==> src/rtl/vga_timing_decoder.sv <==
// VGA timing decoder: turns free-running H/V pixel counts into registered sync,
// video window, coordinates and strobes, gated by a counter-sequencing lock monitor.
module vga_timing_decoder #(
    parameter int   H_VISIBLE   = 640,
    parameter int   H_FRONT     = 16,
    parameter int   H_SYNC      = 96,
    parameter int   H_BACK      = 48,
    parameter int   V_VISIBLE   = 480,
    parameter int   V_FRONT     = 10,
    parameter int   V_SYNC      = 2,
    parameter int   V_BACK      = 29,
    parameter logic SYNC_ACTIVE = 1'b0
) (
    input  logic        clk_25MHz,
    input  logic        reset,
    input  logic [15:0] H_Count_Value,
    input  logic [15:0] V_Count_Value,
    output logic        hsync,
    output logic        vsync,
    output logic        video_on,
    output logic [9:0]  pixel_x,
    output logic [9:0]  pixel_y,
    output logic        line_start,
    output logic        frame_start,
    output logic        locked,
    output logic        seq_error,
    output logic [7:0]  error_count
);

    localparam logic [15:0] H_TOTAL   = 16'(H_VISIBLE + H_FRONT + H_SYNC + H_BACK);
    localparam logic [15:0] V_TOTAL   = 16'(V_VISIBLE + V_FRONT + V_SYNC + V_BACK);
    localparam logic [15:0] H_VIS_END = 16'(H_VISIBLE);
    localparam logic [15:0] V_VIS_END = 16'(V_VISIBLE);
    localparam logic [15:0] HS_START  = 16'(H_VISIBLE + H_FRONT);
    localparam logic [15:0] HS_END    = 16'(H_VISIBLE + H_FRONT + H_SYNC);
    localparam logic [15:0] VS_START  = 16'(V_VISIBLE + V_FRONT);
    localparam logic [15:0] VS_END    = 16'(V_VISIBLE + V_FRONT + V_SYNC);

    typedef enum logic [1:0] {
        ST_SEARCH = 2'd0,
        ST_CHECK  = 2'd1,
        ST_LOCKED = 2'd2
    } state_t;

    state_t      r_state;
    state_t      w_next_state;
    logic        r_prev_vld_p1;
    logic [15:0] r_h_p1;
    logic [15:0] r_v_p1;

    logic        w_h_wrap;
    logic [15:0] w_exp_h;
    logic [15:0] w_exp_v;
    logic        w_mismatch;
    logic        w_origin;
    logic        w_visible;
    logic        w_hsync_on;
    logic        w_vsync_on;
    logic        w_err;
    logic        w_video_on;

    function automatic logic [7:0] sat_inc(input logic [7:0] value);
        return (value == 8'hFF) ? value : value + 8'd1;
    endfunction

    // Expected-next counts: V only advances on the edge where H wraps.
    assign w_h_wrap = (r_h_p1 == H_TOTAL - 16'd1);
    assign w_exp_h  = w_h_wrap ? 16'd0 : r_h_p1 + 16'd1;
    assign w_exp_v  = !w_h_wrap ? r_v_p1 :
                      (r_v_p1 == V_TOTAL - 16'd1) ? 16'd0 : r_v_p1 + 16'd1;

    assign w_mismatch = r_prev_vld_p1 &&
                        ((H_Count_Value != w_exp_h) || (V_Count_Value != w_exp_v) ||
                         (H_Count_Value >= H_TOTAL) || (V_Count_Value >= V_TOTAL));

    assign w_origin   = (H_Count_Value == 16'd0) && (V_Count_Value == 16'd0);
    assign w_visible  = (H_Count_Value < H_VIS_END) && (V_Count_Value < V_VIS_END);
    assign w_hsync_on = (H_Count_Value >= HS_START) && (H_Count_Value < HS_END);
    assign w_vsync_on = (V_Count_Value >= VS_START) && (V_Count_Value < VS_END);

    always_comb begin
        w_next_state = r_state;
        w_err        = 1'b0;
        unique case (r_state)
            ST_SEARCH: begin
                if (w_origin) w_next_state = ST_CHECK;
            end
            ST_CHECK: begin
                if (w_mismatch) begin
                    w_err        = 1'b1;
                    w_next_state = ST_SEARCH;
                end else if (w_origin) begin
                    w_next_state = ST_LOCKED;
                end
            end
            ST_LOCKED: begin
                if (w_mismatch) begin
                    w_err        = 1'b1;
                    w_next_state = ST_SEARCH;
                end
            end
            default: w_next_state = ST_SEARCH;
        endcase
    end

    // The window opens only on samples that leave the monitor in LOCKED.
    assign w_video_on = w_visible && (w_next_state == ST_LOCKED);

    // Stage p1: registered outputs and control state.
    always_ff @(posedge clk_25MHz) begin
        if (reset) begin
            r_state       <= ST_SEARCH;
            r_prev_vld_p1 <= 1'b0;
            hsync         <= ~SYNC_ACTIVE;
            vsync         <= ~SYNC_ACTIVE;
            video_on      <= 1'b0;
            pixel_x       <= 10'd0;
            pixel_y       <= 10'd0;
            line_start    <= 1'b0;
            frame_start   <= 1'b0;
            locked        <= 1'b0;
            seq_error     <= 1'b0;
            error_count   <= 8'd0;
        end else begin
            r_state       <= w_next_state;
            r_prev_vld_p1 <= 1'b1;
            hsync         <= w_hsync_on ? SYNC_ACTIVE : ~SYNC_ACTIVE;
            vsync         <= w_vsync_on ? SYNC_ACTIVE : ~SYNC_ACTIVE;
            video_on      <= w_video_on;
            pixel_x       <= w_video_on ? H_Count_Value[9:0] : 10'd0;
            pixel_y       <= w_video_on ? V_Count_Value[9:0] : 10'd0;
            line_start    <= (H_Count_Value == 16'd0);
            frame_start   <= w_origin;
            locked        <= (w_next_state == ST_LOCKED);
            seq_error     <= w_err;
            error_count   <= w_err ? sat_inc(error_count) : error_count;
        end
    end

    // Previous-sample history; qualified by r_prev_vld_p1, so it needs no reset.
    always_ff @(posedge clk_25MHz) begin
        r_h_p1 <= H_Count_Value;
        r_v_p1 <= V_Count_Value;
    end

endmodule

==> config.mk <==
export PLATFORM = sky130hd
export DESIGN_NAME = vga_timing_decoder
export DESIGN_NICKNAME = d
export VERILOG_FILES = /design/src/rtl/vga_timing_decoder.sv
export SDC_FILE = /design/constraint.sdc
export NUM_CORES = 1
export LEC_CHECK = 0
export CORE_MARGIN = 3
export CORE_UTILIZATION = 50
export CTS_CLUSTER_SIZE = 28
export DETAILED_ROUTE_END_ITERATION = 12
export PLACE_DENSITY = 0.89
export RECOVER_POWER = 50
export SKIP_LAST_GASP = 1
export SYNTH_ARGS = -nofsm -noshare
export SYNTH_HDL_FRONTEND = slang
export SYNTH_SLANG_ARGS = --single-unit
==> constraint.sdc <==
create_clock -name clk_25MHz -period 4 [get_ports clk_25MHz]
set_input_delay 0.8 -clock clk_25MHz [delete_from_list [all_inputs] [get_ports clk_25MHz]]
set_output_delay 0.8 -clock clk_25MHz [all_outputs]
set_load 0.01 [all_outputs]
* Yosys cells after proc, flatten, opt, wreduce, memory -nomap -nowiden
Index checks and enable logic that the tools add are counted.
Operators by class: add/subtract/negate cells 3, $lt $le $gt $ge 8, equality and inequality tests 8, mux-type cells 13, bitwise operators 2, reductions and logical operators 15
Operators with widths (number):
- $ge A16 B10 Y1 const B | 3
- $mux W16 | 3
- $add A16 B1 Y16 const B | 2
- $eq A16 B10 Y1 const B | 2
- $logic_not A16 Y1 | 2
- $lt A16 B10 Y1 const B | 2
- $lt A16 B9 Y1 const B | 2
- $ne A16 B16 Y1 | 2
- $ge A16 B9 Y1 const B | 1
- $add A8 B1 Y8 const B | 1
- $eq A8 B8 Y1 const B | 1
- $mux W2 | 4
- $logic_and A1 B1 Y1 | 6
- $pmux W2 S3 | 1
- $mux W1 | 5
- $eq A2 B2 Y1 const B | 2
- $reduce_or A2 Y1 | 2
- $logic_or A1 B1 Y1 | 3
- $eq A2 B1 Y1 const B | 1
- $logic_not A2 Y1 | 1
- $not A1 Y1 | 2
- $reduce_and A2 Y1 | 1
Storage, ports and cells: bits in registers 70, input port bits 34, output and inout port bits 35, logic and storage cells 63

* Depth between registers and ports, before layout
Gate-level depths: netlist of run 1.
depth after elaboration 14, gate-level depth with buffers 13, depth with buffers taken out 11

* Least setup slack after synthesis of run 1
No wires, ideal clock.
path kind register -> register, from reg r_h_p1[13], to reg error_count[0], library setup time 0.121 ns, data arrival time 3.214 ns, data required time 3.879 ns, path slack 0.664 ns, cell stages (with the launch flop) 12, path buffers 2, clock period less this slack 3.336 ns, cell sequence dfxtp_1 > or4_4 > or4_4 > buf_6 > nor2_1 > mux2i_1 > xnor2_1 > or3_1 > nor4_4 > buf_6 > nor2_4 > mux2_4
Between the ends: cells in the longest elaborated chain, start to end 10, elaborated cells between the ends (all ways) 13, classes of those cells add/sub: 1; eq/ne: 3; mux: 4; reduce/logical: 5
Ends and longest elaborated chain:
- from (decl) | line 48 | logic [15:0] r_h_p1;
- from (signal assigned) | line 142 | r_h_p1 <= H_Count_Value;
- $add A16 B1 Y16 or $eq A16 B10 Y1 (tied branches) | line 68, 67
- $mux W16 (on tied branches) | line 68, 69
- $ne A16 B16 Y1 | line 73 | ((H_Count_Value != w_exp_h) || (V_Count_Value != w_exp_v) ||
- $logic_or A1 B1 Y1 (*) (2 in series) | line 73
- $logic_or A1 B1 Y1 (*) | line 74 | (H_Count_Value >= H_TOTAL) || (V_Count_Value >= V_TOTAL));
- $logic_and A1 B1 Y1 (*) | line 72 | assign w_mismatch = r_prev_vld_p1 &&
- $mux W1 (*) | line 89, 97
- $mux W1 (*)
- $reduce_and A2 Y1 (no source line) (*)
- to (signal assigned) | line 136 | error_count <= w_err ? sat_inc(error_count) : error_count;
- to (decl) | line 27 | output logic [7:0] error_count
Mark *: on every way between the ends. The rest lies on a longest branch, timed or not. A chain may end at the register's enable or synchronous reset.

* Worst setup path after layout of run 1
from in H_Count_Value[10], to reg pixel_x[4]
Between the ends: cells in the longest elaborated chain, start to end 11, elaborated cells between the ends (all ways) 19, classes of those cells order compare: 2; eq/ne: 2; mux: 5; bitwise: 1; reduce/logical: 9
Ends and longest elaborated chain:
- from (decl) | line 16 | input logic [15:0] H_Count_Value,
- parallel branches: the longest is 8 deep, another holds $ge A16 B10 Y1
- $logic_and A1 B1 Y1 (*) | line 107 | assign w_video_on = w_visible && (w_next_state == ST_LOCKED);
- $not A1 Y1 (no source line) (*)
- $reduce_or A2 Y1 (no source line) (*)
- to (signal assigned) | line 130 | pixel_x <= w_video_on ? H_Count_Value[9:0] : 10'd0;
- to (decl) | line 21 | output logic [9:0] pixel_x,
Every way passes the cells marked *.

==> metrics.cfg, run 1 <==
[run_status]
status = finished clean

[floorplanning]
die_w_um = 93.1
initial_utilization_pct = 52.0
dieArea_um2 = 8660
fp.dieH_um = 93.1
ios = 69
placementRows = 31
fp.coreArea_um2 = 7290

[finish]
multi_input_area_um2 = 2220
antenna_cells = 0
areaGrowthSynthToFinish_pct = 31.7
fillerInstances = 602
stdcell_area_um2 = 4990
fin_nets = 564
drive_gt1_share_pct = 12.3
register_area_um2 = 1400

[timing]
timing.fmax_ghz = 0.262
period_minus_slack_ps = 3820
slew_viol_final = 0
setup_viol = 0
finalClockSkew_ps = 6.68
period_share_pct = 95.4
maxSlewHeadroom_pct = 55.4
rsz0062_at_grt = false
whs_ps = 528
worst_slew_pin_slew_ps = 668
setup_slack_ps = 184
hold_viol_final = 0

[routing]
vias = 3772
first_iter_violations = 373
via_per_inst = 6.03
drcViolationCount = 0
drt_pass1_iterations = 6
wl_per_cell_um = 18.5
drtAntennaViolNets = 0
drt-total-wl_mm = 11.6

[synth]
synth.ff_latch_count = 70
yosysUniqueCellTypes = 68
async_flop_share_pct = 0
synth_area_per_cell_um2 = 9.07
syn-num-nets = 460
syn_area_um2 = 3790
ys.flop_type = dfxtp_1
ys_seq_area_share_pct = 37.0
yosys_warnings = 0
synth_edf_count = 0
syn_inst = 418

[power]
power.leakage_nw = 1.90
powerDensity_nw_per_um2 = 321
power_w = 0.00160
ir_worst_vdd_uv = 213

[clocking]
clock-sinks = 70
cts-resized-gates = 0
hold_buffers = 0
cts_setup_buffers = 0
htree_levels = 3
clkTransAtPathRegs_ps = 70
cts_tree = yes
cts-root-buf = clkbuf_8
clockBufferDepth = 2
clk_latency_ps = 350
numCtsBuffers = 9

[setup_path]
slowest_stage = or4_1
crit_path_max_incr_delay_ps = 560
worst_setup_path_start_kind = primary input
crit_arrival_ps = 4100
crit_type = primary input to register
worstPathCellList = clkdlybuf4s50_1 -> nor4_1 -> o2111ai_1 -> a2111oi_0 -> o2111ai_1 -> or4_1 -> nor4_1 -> nand4_1 -> buf_4 -> o21ai_2 -> buf_4 -> and4_1
r2r_slack_ps = 270
required_ps = 4290
cp_num_cells = 12
ff2ff_path_depth = 12
worstSetupEndpointType = register
crit_family = simple AND/OR/NAND/NOR gates
critPathBufInv = 3
path_max_fanout = 12

[min_path]
hold_depth = 2
hp-class = register to register

[global_routing]
grt.met3_usage_pct = 5.23
antenna_found_initial = 0
top_usage_layer = met2
grt_pass1_wl_mm = 18.3
gr-total-overflow = 0
first_global_vias = 3573
grt_max_degree = 21
grt_util_met1_pct = 34.6
met2_usage_pct = 44.6
grt_use_total_pct = 27.0

[placement]
post-place-ws_ps = -160
gp_congestion = 0.940
port_buffers = 68
dpl-instance-area_um2 = 4800
dp_hpwl_mm = 8.76

[run]
cap_violations = 0

-- stage by stage --
| stage | cells | TNS (ps) | util [%] |
|---|---|---|---|
| 2_1_floorplan | 418 | 0 | - |
| 4_1_cts | 626 | 0 | 69.0 |
| 5_1_grt | 626 | 0 | 68.5 |
| 3_5_place_dp | 610 | -2320 | 65.8 |
| 6_report | 626 | 0 | 68.5 |
| 3_3_place_gp | 610 | 0 | 65.8 |
-- sequential cells by signal (all words and copies together), names as in the netlist --
name,cells
r_h_p1,16
seq_error,1
locked,1
r_v_p1,16
pixel_y,10
r_prev_vld_p1,1
video_on,1
r_state,2
pixel_x,10
line_start,1
vsync,1
frame_start,1
hsync,1
error_count,8
-- worst reg2reg max path, delay by kind of cell, from the launching register on --
family | cells | cell delay, ps
AND/OR/NAND/NOR | 7 | 2050
flip-flops | 1 | 420
buffers and inverters | 2 | 400
multiplexers | 1 | 400
adder cells (fa/ha/maj) | 1 | 240
AO/OA/AOI/OAI | 1 | 150
-- final timing paths --
| check | from | endpoint |
|---|---|---|
| worst max-delay path | H_Count_Value[10] | pixel_x[4]$_SDFF_PP0_ |
| worst min-delay path | error_count[7]$_SDFFE_PP0P_ | error_count[7]$_SDFFE_PP0P_ |
| worst max register to register | r_h_p1[0]$_DFF_P_ | error_count[7]$_SDFFE_PP0P_ |
| worst min register to register | error_count[7]$_SDFFE_PP0P_ | error_count[7]$_SDFFE_PP0P_ |
-- synthesized netlist by cell type, drive strengths merged, types with 4 or more instances --
| library cell | instances | area (µm²) |
|---|---|---|
| nand3 | 15 | 80.1 |
| mux2i | 7 | 70.1 |
| dfxtp | 70 | 1400 |
| or3 | 6 | 37.5 |
| and3 | 6 | 37.5 |
| clkbuf | 5 | 18.8 |
| nor2b | 4 | 25.0 |
| o21ai | 12 | 63.8 |
| and2 | 4 | 25.0 |
| nor3 | 15 | 95.1 |
| xor2 | 14 | 123 |
| nor4 | 19 | 155 |
| a31oi | 6 | 37.5 |
| inv | 16 | 60.1 |
| ha | 8 | 100 |
| o31a | 4 | 35.0 |
| or4 | 8 | 67.6 |
| nand2 | 27 | 101 |
| nor4b | 4 | 35.0 |
| nand4 | 13 | 81.3 |
| xnor2 | 24 | 210 |
| a21o | 4 | 30.0 |
| a21oi | 15 | 75.1 |
| and4 | 25 | 219 |
| o21a | 6 | 45.0 |
| buf | 11 | 87.6 |
| nor2 | 30 | 120 |
-- power breakdown --
group,switching (W),internal (W)
Clock,0.000275,0.000385
Sequential,0.0000269,0.000715
Combinational,0.000104,0.0000962
-- per-layer routing --
metal  vias up  wire, µm
met3        34       903
met4         0       318
li1       1777         -
met2       196      5520
met5         -         0
met1      1765      4830
-- final cells by class --
class	instances	share of cell area [%]
Clock buffer	11	3.03
Sequential cell	70	28.1
Inverter	16	1.20
Clock inverter	5	1.63
Multi-Input combinational cell	316	44.5
Tap cell	99	2.48
Timing Repair Buffer	109	19.0
-- placed cells by master (no fill, tap or decap), types with 4 or more instances in the layout --
master           count
a21o_1               4
a21oi_1             15
a31oi_1              6
and2_1               4
and3_1               6
and4_1              25
buf_4               31
clkbuf_1            10
clkbuf_8            11
clkdlybuf4s50_1     36
dfxtp_1             70
dlygate4sd3_1       32
ha_1                 8
inv_1               16
mux2i_1              7
nand2_1             27
nand3_1             14
nand4_1             13
nor2_1              29
nor2b_1              4
nor3_1              11
nor3_2               4
nor4_1              16
nor4b_1              4
o21a_1               6
o21ai_0             11
o31a_1               4
or3_1                6
or4_1                6
xnor2_1             24
xor2_1              14
-- logic make-up after synthesis --
group,share of synthesized area [%]
muxes,2.54
other,0.0989
AOI/OAI and AO/OA,12.8
adders and majority gates,2.64
and+or+nand+nor,31.7
xor gates and xnor gates,8.78
DFF,37.0
buffers and inverters,4.39
Note: power is estimated with default switching activity, not from simulation.
==> run 2: changes to the inputs <==
CORE_UTILIZATION = 48   (was 50)
GPL_ROUTABILITY_DRIVEN = 0   (was not set)
clock period = 3.3 ns   (was 4 ns; I/O delays follow)
==> run 2 against run 1 <==
Against the previous run:
- the run now ends with negative setup slack left
- power is 27% higher
- die area rose by 3.9%
- combinational power is 61% higher
- sequential power rose by 21%
- routed wire length up 21%
- setup slack lost 390 ps
- design area rose by 13%
- worst hold slack better by 1.6 ps
- cell count increased by 7.3%
- clock-buffer cell count stayed put
- utilization up 7.0 points
- largest power group unchanged
- highest routed layer is now met5
==> metrics.cfg, run 2 (synthesized netlist as in run 1, its figures left out) <==
[run_status]
status = finished, violations left
violations = negative setup slack

[finish]
fillerInstances = 474  ; -21%
drive_gt1_share_pct = 25.3  ; +13 points
reg_top3 = r_h_p1 x16, r_v_p1 x16
stdcell_area_um2 = 5620  ; +13%
finish.utilization_pct = 75.5  ; +7.0 points
layout.cells.most_common = buf_4
areaGrowthSynthToFinish_pct = 48.3
final_cell_mix = buf_4 (70), dfxtp_1 (64), clkdlybuf4s50_1 (49)
fin_nets = 610  ; +8.2%
antenna_cells = 0  ; unchanged

[clocking]
clkTransAtPathRegs_ps = 80  ; about the same
cts-root-buf = clkbuf_8
htree_levels = 3  ; unchanged
clk_latency_ps = 370  ; +20 ps
cts_tree = yes
numCtsBuffers = 9  ; unchanged
clock-sinks = 70  ; unchanged
hold_buffers = 0  ; unchanged
clockBufferDepth = 2  ; unchanged

[floorplanning]
fp.coreArea_um2 = 7450  ; +2.1%
fp.dieH_um = 94.9  ; +1.9%
placementRows = 31  ; unchanged
ios = 69  ; unchanged
initial_utilization_pct = 50.9  ; -1.1 points
die_w_um = 94.9  ; +1.9%
dieArea_um2 = 9000  ; +3.9%

[min_path]
min_from = error_count[1]$_SDFFE_PP0P_
hp-class = register to register

[setup_path]
r2r-start = r_h_p1[1]$_DFF_P_
crit_path_start = r_h_p1[1]$_DFF_P_
path_max_fanout = 10  ; -2
crit_path_end = pixel_y[3]$_SDFF_PP0_
worst_setup_path_start_kind = register
r2r-end = pixel_y[3]$_SDFF_PP0_
worstSetupEndpointType = register
required_ps = 3610  ; -680 ps
ff2ff_path_depth = 13  ; +1
r2r_slack_ps = -210  ; -480 ps
crit_arrival_ps = 3820  ; -280 ps
crit_type = register to register

[timing]
timing.fmax_ghz = 0.285
period_minus_slack_ps = 3510
maxSlewHeadroom_pct = 56.5  ; +1.1 points
period_share_pct = 106
hold_viol_final = 0  ; unchanged
slew_viol_final = 0  ; unchanged
setup_viol = 30  ; +30
setup_slack_ps = -208  ; -393 ps
worst_slew_pin_slew_ps = 652  ; -16.3 ps
finalClockSkew_ps = 7.64  ; +0.961 ps
rsz0062_at_grt = true

[routing]
drtAntennaViolNets = 0  ; unchanged
vias = 4363  ; +16%
via_per_inst = 6.49  ; +7.8%
drt-total-wl_mm = 14.0  ; +21%
first_iter_violations = 644  ; +73%
drt_pass1_iterations = 7  ; +1
drcViolationCount = 0  ; unchanged
wl_per_cell_um = 20.9  ; +13%

[placement]
port_buffers = 68  ; unchanged
dpl-instance-area_um2 = 5070  ; +5.7%
dp_hpwl_mm = 8.93  ; +2.0%
post-place-ws_ps = -570  ; -410 ps

[global_routing]
grt_use_total_pct = 29.2  ; +2.2 points
first_global_vias = 4135  ; +16%
grt_pass1_wl_mm = 20.2  ; +11%
grt_max_degree = 21  ; unchanged
antenna_found_initial = 0  ; unchanged
gr-total-overflow = 0  ; unchanged

[run]
cap_violations = 0  ; unchanged

[power]
power_w = 0.00204  ; +27%
power.leakage_nw = 2.22  ; +17%
ir_worst_vdd_uv = 278  ; +30%
powerDensity_nw_per_um2 = 362  ; +13%

## run 2: cell count changes in the layout (fill, tap and decap cells not counted), sizes merged
cell,delta
dlygate4sd3,-18
clkbuf,-1
dlymetal6s2s,+4
buf,+47
dlygate4sd2,+1
clkdlybuf4s50,+13
## run 2: where the power goes
group          internal, W  switching, W
sequential        0.000867     0.0000288
combinational     0.000153      0.000169
clock             0.000467      0.000350
total              0.00149      0.000549
## run 2: how the worst min path moves through the flow
stage | endpoint | slack (ps) | cells after the start
after global routing | error_count[1]$_SDFFE_PP0P_ | 590 | 2
after global placement | error_count[1]$_SDFFE_PP0P_ | 490 | 2
after detailed placement | error_count[1]$_SDFFE_PP0P_ | 520 | 2
after CTS | error_count[1]$_SDFFE_PP0P_ | 530 | 2
after floorplan | seq_error$_SDFF_PP0_ | 500 | 2
final | error_count[1]$_SDFFE_PP0P_ | 530 | 2
## run 2: through the flow
step	cells	TNS [ps]	hold WS, ps
6_report	672	-5030	530
5_1_grt	672	-8280	590
4_1_cts	668	-105	532
3_5_place_dp	645	-13500	518
3_3_place_gp	645	-11290	493
2_1_floorplan	418	0	501
## run 2: routing by layer
layer	GRT usage [%]	vias up	routed length, µm
li1	-	1869	-
met1	35.6	2004	5030
met2	48.9	369	6550
met3	6.06	119	1570
met4	13.8	2	818
met5	0	-	38
## run 2: what timing repair did
action / 4_1_cts / 5_1_grt
pin swaps: 11 / 9
resized for setup: 23 / 37
setup buffers: 8 / 3
cloned: 0 / 1
endpoints found under the setup margin: 30 / 30
## run 2: critical path, stage by stage (launching register included)
cell and delay [ps]:
dfxtp_2 350, ha_2 190, nand4_1 250, or4_4 650, buf_8 180, nor3_2 200
xnor2_1 210, o32ai_1 220, nor4_2 330, nand4_1 160, buf_4 170, o21ai_4 190
buf_6 160, and4_1 190
## run 2: layout make-up
class | instances | area [µm²] | share of cell area [%]
Multi-Input combinational cell | 316 | 2440 | 43.5
Clock inverter | 5 | 81.3 | 1.45
Tap cell | 99 | 124 | 2.20
Timing Repair Buffer | 155 | 1350 | 24.0
Sequential cell | 70 | 1410 | 25.1
Clock buffer | 11 | 151 | 2.69
Inverter | 16 | 60.1 | 1.07
==> run 3: changes to the inputs <==
CORE_UTILIZATION = 50   (was 48)
clock period = 3.6 ns   (was 3.3 ns; I/O delays follow)
==> run 3 against run 2 <==
Against the previous run:
- the flow now finishes without violations
- power down 12%
- combinational power fell by 24%
- maximum frequency shrank 0.27%
- critical path depth fell by 1
- worst hold slack got worse by 12 ps
- cell count fell by 5.2%
- utilization decreased by 3.6 points
- design area fell by 6.7%
==> metrics.cfg, run 3 (synthesized netlist as in run 1, its figures left out) <==
[global_routing]
grt_use_total_pct = 26.1  ; -3.1 points
grt_pass1_wl_mm = 18.1  ; -10%
first_global_vias = 3774  ; -8.7%
grt_max_degree = 21  ; unchanged
antenna_found_initial = 0  ; unchanged
gr-total-overflow = 0  ; unchanged

[setup_path]
crit_type = register to register
worstPathCellList = ha_2 -> nand4_1 -> buf_6 -> or4_4 -> nor3_2 -> mux2i_2 -> and4b_1 -> nand4_1 -> nor4_4 -> buf_12 -> or4_1 -> a21oi_1
slowest_stage = or4_4
cp_common_cell = nand4_1
required_ps = 3880  ; +270 ps
crit_path_max_incr_delay_ps = 600  ; -50 ps
path_max_fanout = 13  ; +3
worst_setup_path_start_kind = register
crit_arrival_ps = 3800  ; -20 ps
worstSetupEndpointType = register

[routing]
first_iter_violations = 590  ; -8.4%
drtAntennaViolNets = 0  ; unchanged
drt-total-wl_mm = 12.2  ; -13%
drt_pass1_iterations = 7  ; unchanged
wl_per_cell_um = 19.2  ; -7.9%
drcViolationCount = 0  ; unchanged
via_per_inst = 6.22  ; -4.2%
vias = 3961  ; -9.2%

[run]
cap_violations = 0  ; unchanged

[floorplanning]
die_w_um = 93.1  ; -1.9%
dieArea_um2 = 8660  ; -3.7%
fp.dieH_um = 93.1  ; -1.9%
initial_utilization_pct = 52.0  ; +1.1 points
placementRows = 31  ; unchanged
ios = 69  ; unchanged
fp.coreArea_um2 = 7290  ; -2.1%

[finish]
antenna_cells = 0  ; unchanged
final_cell_mix = dfxtp_1 (68), buf_4 (38), clkdlybuf4s50_1 (36)
fin_nets = 575  ; -5.7%
reg_top3 = r_h_p1 x16, r_v_p1 x16
finish.utilization_pct = 71.9  ; -3.6 points
areaGrowthSynthToFinish_pct = 38.3
stdcell_area_um2 = 5250  ; -6.7%
layout.cells.most_common = dfxtp_1
stdcell_count = 637  ; -5.2%
drive_gt1_share_pct = 17.7  ; -7.6 points

[timing]
rsz0062_at_grt = true
maxSlewHeadroom_pct = 60.4  ; +3.9 points
setup_viol = 0  ; -100%
timing.fmax_ghz = 0.284  ; -0.27%
period_share_pct = 97.7  ; -8.6 points
hold_viol_final = 0  ; unchanged
slew_viol_final = 0  ; unchanged
worst_slew_pin_slew_ps = 593  ; -58.4 ps
setup_slack_ps = 82.1  ; +290 ps
finalClockSkew_ps = 9.47  ; +1.82 ps
period_minus_slack_ps = 3520  ; +9.51 ps

[placement]
post-place-ws_ps = -480  ; +90.2 ps
port_buffers = 68  ; unchanged
dp_hpwl_mm = 8.46  ; -5.3%
dp.cells = 617  ; -4.3%
dpl-instance-area_um2 = 4860  ; -4.1%

[clocking]
numCtsBuffers = 9  ; unchanged
clkTransAtPathRegs_ps = 70  ; about the same
cts-root-buf = clkbuf_8
clock-sinks = 70  ; unchanged
cts_tree = yes
htree_levels = 3  ; unchanged
clockBufferDepth = 2  ; unchanged
clk_latency_ps = 350  ; -20 ps

[power]
power.leakage_nw = 2.02  ; -8.8%
ir_worst_vdd_uv = 175  ; -37%
powerDensity_nw_per_um2 = 341  ; -5.8%
power_w = 0.00179  ; -12%

[min_path]
hp-class = register to register

[run_status]
status = finished clean

## run 3: changes by cell type in the layout (fill, tap and decap cells not counted), moves of 3 or more
cell | previous run | this run
dfxtp_2 | 5 | 1
buf_4 | 70 | 38
dlymetal6s2s_1 | 4 | 0
clkdlybuf4s50_1 | 49 | 36
dfxtp_1 | 64 | 68
or3_1 | 3 | 6
dlygate4sd3_1 | 14 | 31
or3_4 | 3 | 0
## run 3: final timing paths
| path | start | endpoint | slack, ps | cells after the start |
|---|---|---|---|---|
| worst max-delay path | r_h_p1[0]$_DFF_P_ | error_count[7]$_SDFFE_PP0P_ | 80 | 12 |
| worst min-delay path | error_count[1]$_SDFFE_PP0P_ | error_count[1]$_SDFFE_PP0P_ | 520 | 2 |
| worst max register to register | r_h_p1[0]$_DFF_P_ | error_count[7]$_SDFFE_PP0P_ | 80 | 12 |
| worst min register to register | error_count[1]$_SDFFE_PP0P_ | error_count[1]$_SDFFE_PP0P_ | 520 | 2 |
## run 3: through the flow
stage	hold WS (ps)	setup TNS [ps]
2_1_floorplan	501	0
3_3_place_gp	492	-4830
3_5_place_dp	505	-10180
4_1_cts	520	0
5_1_grt	558	-665
6_report	518	0
## run 3: per-layer routing
layer	GRT usage [%]	vias to the layer above	wire length, µm
li1	-	1797	-
met1	31.2	1847	4730
met2	44.9	254	5830
met3	5.63	63	1120
met4	11.1	0	550
met5	0	-	0
## run 3: critical path: cells and delay by family, from the launching register on
kind	cells	cell delay, ps
flops	1	380
compound gates	1	150
simple gates	7	2010
mux	1	360
fa+ha+maj	1	200
buf+inv	2	350
## run 3: layout make-up
cell class | instances | area [µm²]
clock buffer | 11 | 141
clock inverter | 5 | 81.3
fill | 560 | 2050
inverter | 16 | 60.1
multi-input combinational | 316 | 2370
sequential | 70 | 1410
tap | 99 | 124
timing repair buffer | 120 | 1060
## run 3: timing repair
action,in CTS,in global routing
endpoints found under the hold margin,0,0
gates cloned,0,1
setup endpoints to repair,21,30
hold buffers,0,0
gates resized for setup,4,30
pin swaps,0,11
setup buffers,0,3
## run 3: where the power goes
part / total [W] / switching [W] / leakage (nW) / internal (W)
clock: 0.000715 / 0.000305 / 0.110 / 0.000410
sequential: 0.000826 / 0.0000312 / 0.577 / 0.000794
combinational: 0.000247 / 0.000131 / 1.33 / 0.000117
